## src/rtl/muldiv_hilo_if.sv

```systemverilog
// Handshake bundle between the CPU datapath and the mul/div HI/LO unit.
// master: pipeline side (start/op/operands/mt*), slave: the unit.
interface muldiv_hilo_if #(
    parameter int WIDTH = 32
);
    logic             start;
    logic [1:0]       op;
    logic [WIDTH-1:0] src_a;
    logic [WIDTH-1:0] src_b;
    logic             mthi;
    logic             mtlo;
    logic [WIDTH-1:0] wdata;
    logic             busy;
    logic             done;
    logic             div_by_zero;
    logic [WIDTH-1:0] hi;
    logic [WIDTH-1:0] lo;

    modport master (
        output start, op, src_a, src_b,
        output mthi, mtlo, wdata,
        input  busy, done, div_by_zero,
        input  hi, lo
    );

    modport slave (
        input  start, op, src_a, src_b,
        input  mthi, mtlo, wdata,
        output busy, done, div_by_zero,
        output hi, lo
    );
endinterface

```

## src/rtl/muldiv_hilo.sv

```systemverilog
// Multi-cycle multiply/divide unit with HI/LO pair (1 bit per cycle).
// Ports: clk, rst_n (sync, active low), bus (slave: start/op/src_a/src_b,
//   mthi/mtlo/wdata in; busy/done/div_by_zero/hi/lo out).
// Option: define SIGNED_MULDIV_EN for signed mult/div on op[1]=1.
module muldiv_hilo #(
    parameter int               WIDTH    = 32,
    parameter logic [WIDTH-1:0] HILO_RST = '0
) (
    input  logic           clk,
    input  logic           rst_n,
    muldiv_hilo_if.slave   bus
);

    localparam int CW = $clog2(WIDTH + 1);
    localparam logic [WIDTH-1:0] ONE_W =
        {{(WIDTH-1){1'b0}}, 1'b1};
    localparam logic [2*WIDTH-1:0] ONE_2W =
        {{(2*WIDTH-1){1'b0}}, 1'b1};
    localparam logic [CW-1:0] CNT_INIT = CW'(WIDTH - 1);

    typedef enum logic {
        IDLE,
        CALC
    } state_t;

    state_t state_q, state_d;
    logic [CW-1:0] cnt_q, cnt_d;
    logic load, step, finish;

    logic [WIDTH-1:0] acc_hi_q, acc_lo_q, opnd_q;
    logic is_div_q, neg_q_q, neg_r_q, dz_q;
    logic [WIDTH-1:0] hi_q, lo_q;
    logic done_q, dzo_q;

    // ---------------- operand conditioning ----------------
    logic sgn;
    logic [WIDTH-1:0] a_mag, b_mag;
    logic a_neg, b_neg;

`ifdef SIGNED_MULDIV_EN
    assign sgn = bus.op[1];
`else
    logic unused_op1;
    assign sgn        = 1'b0;
    assign unused_op1 = bus.op[1];
`endif

    assign a_neg = sgn & bus.src_a[WIDTH-1];
    assign b_neg = sgn & bus.src_b[WIDTH-1];
    assign a_mag = a_neg ? (~bus.src_a + ONE_W) : bus.src_a;
    assign b_mag = b_neg ? (~bus.src_b + ONE_W) : bus.src_b;

    // ---------------- FSM ----------------
    always_ff @(posedge clk) begin
        if (!rst_n) begin
            state_q <= IDLE;
            cnt_q   <= '0;
        end else begin
            state_q <= state_d;
            cnt_q   <= cnt_d;
        end
    end

    always_comb begin
        state_d = state_q;
        cnt_d   = cnt_q;
        load    = 1'b0;
        step    = 1'b0;
        finish  = 1'b0;
        unique case (state_q)
            IDLE: begin
                if (bus.start) begin
                    state_d = CALC;
                    cnt_d   = CNT_INIT;
                    load    = 1'b1;
                end
            end
            CALC: begin
                step = 1'b1;
                if (cnt_q == '0) begin
                    state_d = IDLE;
                    finish  = 1'b1;
                end else begin
                    cnt_d = cnt_q - 1'b1;
                end
            end
            default: state_d = IDLE;
        endcase
    end

    // ---------------- one iteration ----------------
    // Multiply: acc_hi is the running partial sum, acc_lo holds the
    // multiplier and fills with low product bits as it shifts right.
    logic [WIDTH:0]   sum;
    logic [WIDTH-1:0] mul_hi, mul_lo;

    assign sum = {1'b0, acc_hi_q} +
                 (acc_lo_q[0] ? {1'b0, opnd_q} : '0);
    assign mul_hi = sum[WIDTH:1];
    assign mul_lo = {sum[0], acc_lo_q[WIDTH-1:1]};

    // Divide: acc_hi is the remainder, acc_lo shifts the dividend out
    // and the quotient in. A zero divisor always "fits", which yields
    // an all-ones quotient and the dividend as remainder.
    logic [WIDTH:0]   rem_sh, diff;
    logic             ge;
    logic [WIDTH-1:0] div_hi, div_lo;

    assign rem_sh = {acc_hi_q, acc_lo_q[WIDTH-1]};
    assign diff   = rem_sh - {1'b0, opnd_q};
    assign ge     = (rem_sh >= {1'b0, opnd_q});
    assign div_hi = ge ? diff[WIDTH-1:0] : rem_sh[WIDTH-1:0];
    assign div_lo = {acc_lo_q[WIDTH-2:0], ge};

    logic [WIDTH-1:0] iter_hi, iter_lo;
    assign iter_hi = is_div_q ? div_hi : mul_hi;
    assign iter_lo = is_div_q ? div_lo : mul_lo;

    // ---------------- sign fix at writeback ----------------
    logic [2*WIDTH-1:0] prod, prod_s;
    logic [WIDTH-1:0]   quo_s, rem_s;
    logic [WIDTH-1:0]   res_hi, res_lo;

    assign prod   = {iter_hi, iter_lo};
    assign prod_s = neg_q_q ? (~prod + ONE_2W) : prod;
    assign quo_s  = dz_q    ? '1 :
                    neg_q_q ? (~iter_lo + ONE_W) : iter_lo;
    assign rem_s  = neg_r_q ? (~iter_hi + ONE_W) : iter_hi;
    assign res_hi = is_div_q ? rem_s : prod_s[2*WIDTH-1:WIDTH];
    assign res_lo = is_div_q ? quo_s : prod_s[WIDTH-1:0];

    // mt* only in an idle cycle without start; start wins.
    logic wr_ok;
    assign wr_ok = (state_q == IDLE) & ~bus.start;

    // ---------------- datapath registers ----------------
    always_ff @(posedge clk) begin
        if (!rst_n) begin
            acc_hi_q <= '0;
            acc_lo_q <= '0;
            opnd_q   <= '0;
            is_div_q <= 1'b0;
            neg_q_q  <= 1'b0;
            neg_r_q  <= 1'b0;
            dz_q     <= 1'b0;
            hi_q     <= HILO_RST;
            lo_q     <= HILO_RST;
            done_q   <= 1'b0;
            dzo_q    <= 1'b0;
        end else begin
            done_q <= finish;
            dzo_q  <= finish & is_div_q & dz_q;
            if (load) begin
                acc_hi_q <= '0;
                acc_lo_q <= bus.op[0] ? a_mag : b_mag;
                opnd_q   <= bus.op[0] ? b_mag : a_mag;
                is_div_q <= bus.op[0];
                neg_q_q  <= a_neg ^ b_neg;
                neg_r_q  <= a_neg;
                dz_q     <= (bus.src_b == '0);
            end else if (step) begin
                acc_hi_q <= iter_hi;
                acc_lo_q <= iter_lo;
            end
            if (finish) begin
                hi_q <= res_hi;
                lo_q <= res_lo;
            end else if (wr_ok) begin
                if (bus.mthi) hi_q <= bus.wdata;
                if (bus.mtlo) lo_q <= bus.wdata;
            end
        end
    end

    assign bus.busy        = (state_q == CALC);
    assign bus.done        = done_q;
    assign bus.div_by_zero = dzo_q;
    assign bus.hi          = hi_q;
    assign bus.lo          = lo_q;

endmodule
```

## src/flat_wrapper.sv

```systemverilog
// flat-port wrapper written by rule: the top's interface ports become plain ports
module muldiv_hilo_flat 
#(
    parameter int               WIDTH    = 32,
    parameter logic [WIDTH-1:0] HILO_RST = '0
)
  (clk, rst_n, bus_start, bus_op, bus_src_a, bus_src_b, bus_mthi, bus_mtlo, bus_wdata, bus_busy, bus_done, bus_div_by_zero, bus_hi, bus_lo);
  muldiv_hilo_if #(.WIDTH(WIDTH)) bus_i ();
  input  logic clk;
  input  logic rst_n;
  input wire logic [$bits(bus_i.start)-1:0] bus_start;
  input wire logic [$bits(bus_i.op)-1:0] bus_op;
  input wire logic [$bits(bus_i.src_a)-1:0] bus_src_a;
  input wire logic [$bits(bus_i.src_b)-1:0] bus_src_b;
  input wire logic [$bits(bus_i.mthi)-1:0] bus_mthi;
  input wire logic [$bits(bus_i.mtlo)-1:0] bus_mtlo;
  input wire logic [$bits(bus_i.wdata)-1:0] bus_wdata;
  output wire logic [$bits(bus_i.busy)-1:0] bus_busy;
  output wire logic [$bits(bus_i.done)-1:0] bus_done;
  output wire logic [$bits(bus_i.div_by_zero)-1:0] bus_div_by_zero;
  output wire logic [$bits(bus_i.hi)-1:0] bus_hi;
  output wire logic [$bits(bus_i.lo)-1:0] bus_lo;
  assign bus_i.start = bus_start;
  assign bus_i.op = bus_op;
  assign bus_i.src_a = bus_src_a;
  assign bus_i.src_b = bus_src_b;
  assign bus_i.mthi = bus_mthi;
  assign bus_i.mtlo = bus_mtlo;
  assign bus_i.wdata = bus_wdata;
  assign bus_busy = bus_i.busy;
  assign bus_done = bus_i.done;
  assign bus_div_by_zero = bus_i.div_by_zero;
  assign bus_hi = bus_i.hi;
  assign bus_lo = bus_i.lo;
  muldiv_hilo #(.WIDTH(WIDTH), .HILO_RST(HILO_RST)) u_core (.clk(clk), .rst_n(rst_n), .bus(bus_i));
endmodule
```

## config.mk

```make
export PLATFORM = sky130hd
export DESIGN_NAME = muldiv_hilo_flat
export DESIGN_NICKNAME = d
export VERILOG_FILES = /design/src/rtl/muldiv_hilo_if.sv /design/src/rtl/muldiv_hilo.sv /design/src/flat_wrapper.sv
export SDC_FILE = /design/constraint.sdc
export NUM_CORES = 1
export LEC_CHECK = 0
export CORE_MARGIN = 2
export CORE_UTILIZATION = 45
export DETAILED_ROUTE_END_ITERATION = 10
export GPL_TIMING_DRIVEN = 0
export HOLD_SLACK_MARGIN = 0.06
export PLACE_DENSITY = 0.68
export SYNTH_ARGS = -nofsm -noshare
export SYNTH_HDL_FRONTEND = slang
export SYNTH_SLANG_ARGS = --single-unit
```

## constraint.sdc

```tcl
create_clock -name clk -period 7.4 [get_ports clk]
set_input_delay 1.48 -clock clk [delete_from_list [all_inputs] [get_ports clk]]
set_output_delay 1.48 -clock clk [all_outputs]
set_load 0.005 [all_outputs]
```

* Word-level counts from Yosys, hierarchy flattened *
Cells that the tools add are included.
W data, S select, Z words.

operators by class
  add/sub/neg operators = 3
  multiply operators = 0
  divide/modulo/power cells = 0
  order comparisons = 1
  eq/ne operators = 2
  shift-type cells = 0
  muxes and demuxes = 26
  bitwise logic cells = 6
  reduce and logical (&&, ||, !) cells = 10

operators with widths
  operator               number
  $mux W32               16
  $add A32 B32 Y33       1
  $ge A33 B32 Y1         1
  $logic_not A32 Y1      1
  $sub A32 B32 Y32       1
  $mux W6                2
  $pmux W6 S2            1
  $reduce_bool A2 Y1     4
  $logic_not A6 Y1       1
  $mux W1                6
  $reduce_and A2 Y1      3
  $sub A6 B1 Y6 const B  1
  $ne A2 B2 Y1 const B   2
  $and A1 B1 Y1          3
  $not A1 Y1             3
  $pmux W1 S2            1
  $reduce_or A2 Y1       1

storage, ports and cells
  flip-flop bits (word level) = 171
  latch bits = 0
  bits in writable memories = 0
  memory bits (read-only) = 0
  bits of input ports = 103
  output and inout bits = 67
  logic and storage cells = 59
  memories = 0

* Logic depth before layout (Yosys ltp) *
Gate-level depths: netlist of the first run.

  depth in word-level cells = 6
  gate-level depth with buffers = 14
  gate-level depth less buffers = 13

* Worst setup path before layout of the first run *
No wires, ideal clock.

  path kind = register to register
  start point = register u_core.acc_lo_q[0]
  end point = register u_core.acc_hi_q[25]
  library setup time = 0.086 ns
  arrival = 3.140 ns
  data required time = 7.314 ns
  path slack = 4.174 ns
  cell stages (with the launch flop) = 15
  path buffers = 1
  period minus slack after synthesis = 3.226 ns
  path through = dfxtp_1 clkbuf_1 and2_1 ha_1 fa_1 a21o_1 a221oi_2 a21oi_1 a31o_2 a41oi_2 o21ai_2 a311oi_2 xnor2_1 mux2i_1 a211oi_1

on the way
  longest elaborated chain between the ends = 3

RTL lines
  element                   line                RTL
  start: declaration        muldiv_hilo.sv:30   logic [WIDTH-1:0] acc_hi_q, acc_lo_q, opnd_q;
  start signal: assignment  muldiv_hilo.sv:155  acc_lo_q <= bus.op[0] ? a_mag : b_mag;
  start signal: assignment  muldiv_hilo.sv:163  acc_lo_q <= iter_lo;
  $mux W32                  muldiv_hilo.sv:98   (acc_lo_q[0] ? {1'b0, opnd_q} : '0);
  $add A32 B32 Y33          muldiv_hilo.sv:97   assign sum = {1'b0, acc_hi_q} +
  $mux W32                  muldiv_hilo.sv:116  assign iter_hi = is_div_q ? div_hi : mul_hi;
  end signal: assignment    muldiv_hilo.sv:162  acc_hi_q <= iter_hi;
  end: declaration          muldiv_hilo.sv:30

Every way passes these cells.
A chain may end at the register's enable or synchronous reset.

* Worst setup path in the final report of the first run *
  start point = register u_core.acc_lo_q[0]
  end point = register u_core.acc_hi_q[27]

The elaborated chain is that of the path after synthesis.

==> run_results.csv, run 1 <==
group,metric,value,unit
yosys,async_flop_share,0,%
clock_network,cts_buffers,17,
critical_path,reg2reg_to,"u_core.acc_hi_q[27]",
yosys,synth-xor-area-share,3.98,%
yosys,synth_ff_type,"dfxtp_1",
clock_network,postCtsHoldBufs,0,
yosys,synth_common_cells,"a21oi_1, nor2_1, dfxtp_1, nand2_1, mux2i_1",
final_layout,drive_above_1_share,4.83,%
detailed_routing,postRouteAntennaNets,0,
critical_path,critPathRequiredTime,7.77,ns
clock_network,root_buffer,"clkbuf_16",
job,max_cap_viol_count,0,
yosys,synth.area.top_cells,"dfxtp_1, mux2i_1, a21oi_1",
timing,tns,0,ns
yosys,synth_seq_cells,171,
timing,whs,0.502,ns
yosys,synth.top_cell.area_share,28.3,%
critical_path,r2r_start,"u_core.acc_lo_q[0]",
critical_path,critPathCapture,"u_core.acc_hi_q[27]",
yosys,yosysSeqAreaShare,28.3,%
global_route,grt_max_degree,19,
timing,max_slew_margin,37.2,%
critical_path,crit_path_start,"u_core.acc_lo_q[0]",
critical_path,rr_worst_depth,14,
min_path,min_from,"u_core.cnt_q[0]",
yosys,yosys.area_share.adder,7.06,%
yosys,netlist_area,0.0121,mm²
global_route,grt_overflow,0,
yosys,synth-simple-area-share,18.3,%
floorplan,ios,170,
yosys,synthDistinctLibCells,74,
power,power.leakage,6.10,nW
yosys,synth_top_family_by_area,"compound AO/OA/AOI/OAI gates",
placement,numPortBuffers,166,
final_layout,num_antenna_cells,0,
floorplan,fp-row-count,59,
timing,fmax,219,MHz
critical_path,worstSetupPathType,"reg -> reg",
detailed_routing,drc,0,
final_layout,nFillCells,2530,
clock_network,post_cts_buffers,0,
timing,finalHoldViolCount,0,
detailed_routing,dr.pass1.iters,6,
clock_network,cts_resized,0,
global_route,grt_first_pass_wirelength,70200,µm
critical_path,arrival,4.94,ns
detailed_routing,drt-initial-drc-count,1134,
status,status,"completed",
clock_network,htreeDepth,4,
clock_network,clk_pin_slew_worst_paths,0.07,ns
yosys,synth_mux_area_share,10.8,%
yosys,synth_area_per_cell,7.64,µm²
yosys,synth.net_count,1753,
timing,rsz0062_at_grt,"false",
timing,skew,0.0183,ns
final_layout,nets,1938,
placement,routabilityCongestion,0.984,
timing,tightest_slew,0.942,ns
yosys,synth_compound_area_share,26.2,%
floorplan,core-area,0.0262,mm²
timing,drv_slew,0,
yosys,synthCells,1583,
yosys,post-synth-top-count-cell,"a21oi_1",
power,cellPowerDensity,205,mW/mm²
min_path,hp-class,"reg -> reg",
critical_path,r2r_slack,2.83,ns
detailed_routing,wl_per_cell,21.9,µm
power,irDropWorstVdd,0.139,mV
floorplan,start_util,46.1,%
floorplan,die_h,168,µm
detailed_routing,routed_wl,46400,µm
global_route,grtUsageTotal,32.1,%
floorplan,dieArea,0.0282,mm²
critical_path,worstPathMaxFanout,10,
yosys,synth_top_cell_by_area,"dfxtp_1",
clock_network,clockBufferDepth,2,
yosys,ys_warn_count,0,
timing,final-setup-viol-count,0,
global_route,antenna_found_initial,0,
placement,dpl.hpwl,36900,µm
detailed_routing,viasPerCell,5.94,
timing,period_share,61.8,%
critical_path,startpoint_type,"flop",
yosys,synth_edf_count,0,
floorplan,chipWidth,168,µm
critical_path,end_kind,"flop",
clock_network,clock-sinks,171,
detailed_routing,vias,12564,
clock_network,insertion_delay,0.45,ns
global_route,grt_pass1_vias,12188,
clock_network,cts_tree,"yes",
timing,fin_crit,4.57,ns
final_layout,syn2layout_area_growth,22.0,%
==> final cells by class <==
class | instances | area, µm² | area share [%]
well taps | 335 | 419 | 2.84
clock inverters | 14 | 150 | 1.02
flip-flops and latches | 171 | 3420 | 23.2
inverters | 54 | 203 | 1.37
multi-input cells | 1250 | 8030 | 54.4
plain buffers | 108 | 438 | 2.97
clock buffers | 18 | 429 | 2.91
repair buffers | 166 | 1660 | 11.3
==> kinds of logic after synthesis <==
group | after synthesis
buffers and inverters | 162
muxes | 128
xor gates and xnor gates | 55
AOI/OAI and AO/OA | 503
adders and majority gates | 67
DFF | 171
and+or+nand+nor | 497
==> flip-flops by register name, indices dropped and copies added (netlist names) <==
signal	flops
u_core.bus.busy	1
u_core.bus.hi	32
u_core.is_div_q	1
u_core.acc_lo_q	32
u_core.cnt_q	6
u_core.dz_q	1
u_core.opnd_q	32
u_core.acc_hi_q	32
u_core.bus.lo	32
u_core.bus.div_by_zero	1
u_core.bus.done	1
==> how the worst min path moves through the flow <==
stage | end | slack (ns) | cells after the start
global route | u_core.bus.hi[16] | 0.54 | 2
CTS | u_core.cnt_q[0] | 0.50 | 1
global placement | u_core.cnt_q[0] | 0.47 | 1
finish | u_core.cnt_q[0] | 0.50 | 1
floorplan | u_core.cnt_q[0] | 0.45 | 1
detailed placement | u_core.bus.hi[13] | 0.49 | 2
==> per-stage QoR <==
stage                     cell area, µm²  util [%]  power (W)  setup slack (ns)  cells
final                              14800      56.3    0.00302              2.83   2116
after global routing               14800      56.3    0.00315              2.59   2116
after CTS                          14800      56.3    0.00300              2.98   2116
after detailed placement           14200      54.1    0.00210              3.02   2084
after global placement             14200      54.1    0.00209              3.01   2084
after floorplan                    12100         -    0.00173              4.17   1583
==> power by group <==
group / internal, W / switching (W)
logic: 0.000438 / 0.000592
clock network: 0.000453 / 0.000464
registers: 0.00100 / 0.0000723
==> critical path, cell delays in order, from the launching register on <==
cell and delay, ns:
dfxtp_1 0.47, clkbuf_1 0.34, and2_1 0.26, ha_1 0.22, fa_1 0.42, a21o_1 0.23, a221oi_2 0.44, a21oi_1 0.20
a31o_2 0.34, a41oi_2 0.24, o21ai_2 0.15, a31oi_1 0.42, mux2i_1 0.27, o221ai_1 0.30, a21oi_1 0.22
==> placed cells by master, fill, tap and decap left out, types with 7 or more instances in the layout <==
| cell type | Yosys | layout |
|---|---|---|
| xnor2_1 | 37 | 37 |
| and3_1 | 10 | 10 |
| a311oi_1 | 7 | 7 |
| o21a_1 | 10 | 10 |
| nor4_1 | 8 | 8 |
| and2_1 | 36 | 36 |
| clkdlybuf4s50_1 | 0 | 166 |
| inv_1 | 54 | 54 |
| dfxtp_1 | 171 | 171 |
| a21o_1 | 39 | 39 |
| nand2_1 | 148 | 148 |
| mux2_2 | 18 | 18 |
| clkbuf_16 | 0 | 17 |
| o21ai_0 | 85 | 85 |
| nor2_1 | 193 | 193 |
| a21oi_1 | 196 | 196 |
| nand4_1 | 14 | 14 |
| xor2_1 | 18 | 18 |
| mux2i_1 | 109 | 109 |
| ha_1 | 65 | 65 |
| nor2b_1 | 12 | 12 |
| buf_1 | 12 | 12 |
| a31oi_1 | 19 | 19 |
| clkbuf_1 | 87 | 88 |
| a211oi_1 | 79 | 79 |
| nor3_1 | 9 | 9 |
| nand3_1 | 48 | 48 |
==> routing by layer <==
| metal | part of all wire [%] | track usage (%) | vias up | wire (µm) |
|---|---|---|---|---|
| li1 | - | - | 6040 | - |
| met1 | 45 | 43.6 | 5917 | 20800 |
| met2 | 45 | 52.2 | 522 | 20900 |
| met3 | 7.5 | 5.71 | 85 | 3480 |
| met4 | 2.7 | 9.34 | 0 | 1280 |
| met5 | 0 | 0 | - | 0 |
No activity file was read; power rests on OpenSTA's default activity.
==> run 2: changes to the inputs <==
- clock period: 7.4 -> 4.7 ns (I/O delays scaled with it)
==> run_results.csv, run 2 (same netlist as run 1, synthesis figures left out) <==
group,metric,value,unit
global_route,grtUsageTotal,32.1,%
power,p_int,0.00299,W
timing,period_share,96.7,%
power,cellPowerDensity,322,mW/mm²
timing,drv_slew,0,
floorplan,chipWidth,168,µm
detailed_routing,postRouteAntennaNets,0,
detailed_routing,viasPerCell,5.94,
critical_path,slowest_delay,0.65,ns
clock_network,clk_pin_slew_worst_paths,0.07,ns
detailed_routing,routed_wl,46400,µm
placement,routabilityCongestion,0.984,
final_layout,syn2layout_area_growth,22.1,%
detailed_routing,dr.pass1.iters,6,
floorplan,die_h,168,µm
floorplan,ios,170,
final_layout,nets,1938,
floorplan,dieArea,0.0282,mm²
critical_path,worstSetupPathType,"reg -> reg",
clock_network,clock-sinks,171,
final_layout,final_common_cell,"a21oi_1",
timing,skew,0.0167,ns
critical_path,crit_chain,"clkbuf_1 -> and2_1 -> ha_1 -> o211ai_1 -> o211ai_1 -> nand2_1 -> o21ai_0 -> a21oi_1 -> o31ai_1 -> mux2_2 -> a311o_1 -> a21oi_1",
power,power_frac_clock,30.3,%
global_route,grt_max_degree,19,
critical_path,critPathRequiredTime,5.07,ns
clock_network,cts_tree,"yes",
final_layout,drive_above_1_share,4.94,%
job,max_cap_viol_count,0,
detailed_routing,drc,0,
power,power_switching,0.00177,W
clock_network,root_buffer,"clkbuf_16",
timing,tns,0,ns
critical_path,arrival,4.91,ns
detailed_routing,drt-initial-drc-count,1289,
final_layout,fin_util,56.3,%
timing,finalHoldViolCount,0,
final_layout,nFillCells,2527,
floorplan,start_util,46.1,%
final_layout,mostFrequentLayoutCells,"a21oi_1, nor2_1, dfxtp_1",
final_layout,num_antenna_cells,0,
timing,final-setup-viol-count,0,
clock_network,insertion_delay,0.45,ns
placement,numPortBuffers,166,
global_route,grt_first_pass_wirelength,70200,µm
clock_network,htreeDepth,4,
global_route,grt_pass1_vias,12188,
placement,dpl.hpwl,36900,µm
detailed_routing,wl_per_cell,21.9,µm
critical_path,crit_path_start,"u_core.acc_lo_q[0]",
timing,rsz0062_at_grt,"false",
min_path,min_from,"u_core.cnt_q[0]",
critical_path,startpoint_type,"flop",
power,swShare,37.3,%
timing,tightest_slew,0.932,ns
global_route,antenna_found_initial,0,
power,irDropWorstVdd,0.220,mV
critical_path,critPathSlowestCell,"o21ai_0",
detailed_routing,vias,12559,
global_route,grt_overflow,0,
clock_network,clockBufferDepth,2,
timing,max_slew_margin,37.8,%
power,p_seq_share,35.6,%
critical_path,end_kind,"flop",
critical_path,r2r_start,"u_core.acc_lo_q[0]",
clock_network,cts_buffers,17,
status,status,"completed",
timing,fmax,220,MHz
floorplan,fp-row-count,59,
timing,fin_crit,4.55,ns
power,power.leakage,6.10,nW
power,comb_power_share,34.1,%
min_path,hp-class,"reg -> reg",
floorplan,core-area,0.0262,mm²
critical_path,worstPathMaxFanout,10,
[run 2: stage by stage]
step	cells	worst slack (ns)	instance area [µm²]	total power, W	hold slack [ns]
5_1_grt	2116	0.0704	14800	0.00496	0.539
3_3_place_gp	2084	0.310	14200	0.00330	0.471
6_report	2116	0.154	14800	0.00476	0.503
4_1_cts	2116	0.281	14800	0.00473	0.502
3_5_place_dp	2084	0.317	14200	0.00330	0.491
2_1_floorplan	1583	1.47	12100	0.00272	0.453
[run 2: worst paths after layout]
path | slack [ns] | depth (start not counted) | to
max reg2reg | 0.15 | 12 | u_core.bus.hi[28]
min reg2reg | 0.50 | 1 | u_core.cnt_q[0]
max | 0.15 | 12 | u_core.bus.hi[28]
min | 0.50 | 1 | u_core.cnt_q[0]
[run 2: repair_timing]
action	CTS	global route
hold buffers	0	0
buffers inserted	0	0
resized for setup	0	2
setup endpoints to repair	0	3
[run 2: power groups by stage]
stage          Sequential (W)  Clock, W  Combinational (W)
2_1_floorplan         0.00169         0            0.00103
5_1_grt               0.00171   0.00150            0.00175
3_3_place_gp          0.00172         0            0.00157
6_report              0.00170   0.00144            0.00162
4_1_cts               0.00169   0.00144            0.00159
3_5_place_dp          0.00172         0            0.00158
[run 2: layout make-up]
type | count | area [µm²] | share of cell area, %
timing repair buffer | 166 | 1660 | 11.3
clock inverter | 14 | 150 | 1.02
sequential | 171 | 3420 | 23.2
multi-input combinational | 1250 | 8040 | 54.4
inverter | 54 | 203 | 1.37
buffer | 108 | 438 | 2.97
tap | 335 | 419 | 2.84
clock buffer | 18 | 429 | 2.91
[run 2: worst max-delay path, delay by kind of cell (launching register included)]
family	cells	cell delay (ns)
muxes	1	0.38
AOI/OAI and AO/OA	7	2.37
DFF	1	0.63
adders and majority gates	1	0.21
buffers and inverters	1	0.48
and+or+nand+nor	2	0.40
[run 2: layer usage]
layer  up-vias  wire length, µm  track usage [%]
li1       6043                -                -
met1      5893            20700             43.6
met2       544            20900             52.2
met3        79             3600             5.71
met5         -                0                0
met4         0             1210             9.34
==> run 3: changes to the inputs <==
- SETUP_SLACK_MARGIN: not set -> 0.3
==> run_results.csv, run 3 (same netlist as run 1, synthesis figures left out) <==
group,metric,value,unit
critical_path,worstPathMaxFanout,10,
timing,drv_slew,0,
final_layout,drive_above_1_share,5.17,%
placement,numPortBuffers,166,
critical_path,critPathRequiredTime,4.99,ns
timing,final-setup-viol-count,0,
detailed_routing,postRouteAntennaNets,0,
floorplan,chipWidth,168,µm
global_route,antenna_found_initial,0,
final_layout,num_antenna_cells,0,
detailed_routing,drc,0,
critical_path,startpoint_type,"flop",
power,p_total,0.00477,W
timing,fin_crit,4.23,ns
timing,rsz0062_at_grt,"false",
critical_path,critPathSlowestCell,"mux2i_1",
clock_network,root_buffer,"clkbuf_16",
clock_network,postCtsHoldBufs,0,
timing,finalHoldViolCount,0,
critical_path,arrival,4.53,ns
floorplan,ios,170,
critical_path,end_kind,"flop",
power,power.leakage,6.11,nW
global_route,grtUsageTotal,32.1,%
detailed_routing,viasPerCell,5.98,
floorplan,dieArea,0.0282,mm²
clock_network,clockBufferDepth,2,
clock_network,insertion_delay,0.45,ns
global_route,grt_max_degree,19,
timing,period_share,90.1,%
final_layout,final_common_cell,"a21oi_1",
timing,skew,0.0185,ns
clock_network,clk_pin_slew_worst_paths,0.08,ns
global_route,grt_pass1_vias,12202,
detailed_routing,vias,12648,
clock_network,post_cts_buffers,0,
detailed_routing,wl_per_cell,22.0,µm
placement,dp_cells,2084,
clock_network,clock-sinks,171,
global_route,grt_overflow,0,
final_layout,syn2layout_area_growth,22.3,%
clock_network,cts_tree,"yes",
global_route,grt_first_pass_wirelength,70300,µm
detailed_routing,dr.pass1.iters,7,
detailed_routing,routed_wl,46600,µm
timing,tightest_slew,0.934,ns
floorplan,start_util,46.1,%
critical_path,worstSetupPathType,"reg -> reg",
timing,max_slew_margin,37.7,%
final_layout,nets,1938,
timing,tns,0,ns
floorplan,core-area,0.0262,mm²
critical_path,crit_family,"compound AO/OA/AOI/OAI gates",
power,cellPowerDensity,322,mW/mm²
final_layout,mostFrequentLayoutCells,"a21oi_1, nor2_1, dfxtp_1",
job,max_cap_viol_count,0,
power,irDropWorstVdd,0.219,mV
critical_path,slowest_delay,0.50,ns
floorplan,die_h,168,µm
min_path,hp-class,"reg -> reg",
clock_network,htreeDepth,4,
critical_path,crit_buf_inv,1,
detailed_routing,drt-initial-drc-count,1175,
placement,dpl.hpwl,36900,µm
status,status,"completed",
final_layout,fin_cells,2116,
critical_path,crit_chain,"clkbuf_2 -> and2_1 -> ha_1 -> fa_1 -> a21o_1 -> a221oi_4 -> a21oi_1 -> a31o_2 -> a21o_1 -> a31oi_1 -> o21ai_0 -> xor2_1 -> mux2i_1 -> a21oi_1",
placement,routabilityCongestion,0.984,
timing,fmax,236,MHz
clock_network,cts_buffers,17,
floorplan,fp-row-count,59,
## run 3: final timing paths
check	from	to	slack (ns)	depth (start not counted)
min reg2reg	u_core.bus.hi[16]	u_core.bus.hi[16]	0.50	2
min	u_core.bus.hi[16]	u_core.bus.hi[16]	0.50	2
max reg2reg	u_core.acc_lo_q[0]	u_core.acc_hi_q[23]	0.47	14
max	u_core.acc_lo_q[0]	u_core.acc_hi_q[23]	0.47	14
## run 3: layout make-up
type                            instances  area (µm²)
Clock inverter                         14         150
Sequential cell                       171        3420
Timing Repair Buffer                  166        1660
Tap cell                              335         419
Multi-Input combinational cell       1250        8060
Fill cell                            2525       11400
Clock buffer                           18         429
Inverter                               54         203
Buffer                                108         440
## run 3: through the flow
step | setup WS (ns) | instance area (µm²) | util (%) | hold slack [ns]
3_5_place_dp | 0.317 | 14200 | 54.1 | 0.491
5_1_grt | 0.346 | 14800 | 56.4 | 0.539
4_1_cts | 0.315 | 14800 | 56.3 | 0.502
3_3_place_gp | 0.310 | 14200 | 54.1 | 0.471
6_report | 0.467 | 14800 | 56.4 | 0.503
2_1_floorplan | 1.47 | 12100 | - | 0.453
## run 3: per-layer routing
layer | track usage [%] | wire, µm
met3 | 5.71 | 3700
met2 | 52.3 | 21000
met5 | 0 | 0
met4 | 9.34 | 1270
met1 | 43.6 | 20600
## run 3: worst register-to-register path, delay by kind of cell (launching register included)
family,cells,cell delay (ns)
AOI/OAI and AO/OA,8,1.81
adders and majority gates,2,0.64
muxes,1,0.50
DFF,1,0.47
buffers and inverters,1,0.29
and+or+nand+nor,1,0.21
xor gates and xnor gates,1,0.17
## run 3: report_power, final
| group | switching [W] | leakage (nW) | total, W | internal (W) |
|---|---|---|---|---|
| Sequential | 0.000114 | 1.41 | 0.00170 | 0.00158 |
| Clock | 0.000732 | 0.278 | 0.00145 | 0.000713 |
| Combinational | 0.000935 | 4.42 | 0.00163 | 0.000692 |
## run 3: repair_timing
action,4_1_cts,5_1_grt
pin swaps,0,0
gates resized for setup,2,8
endpoints found under the setup margin,4,14
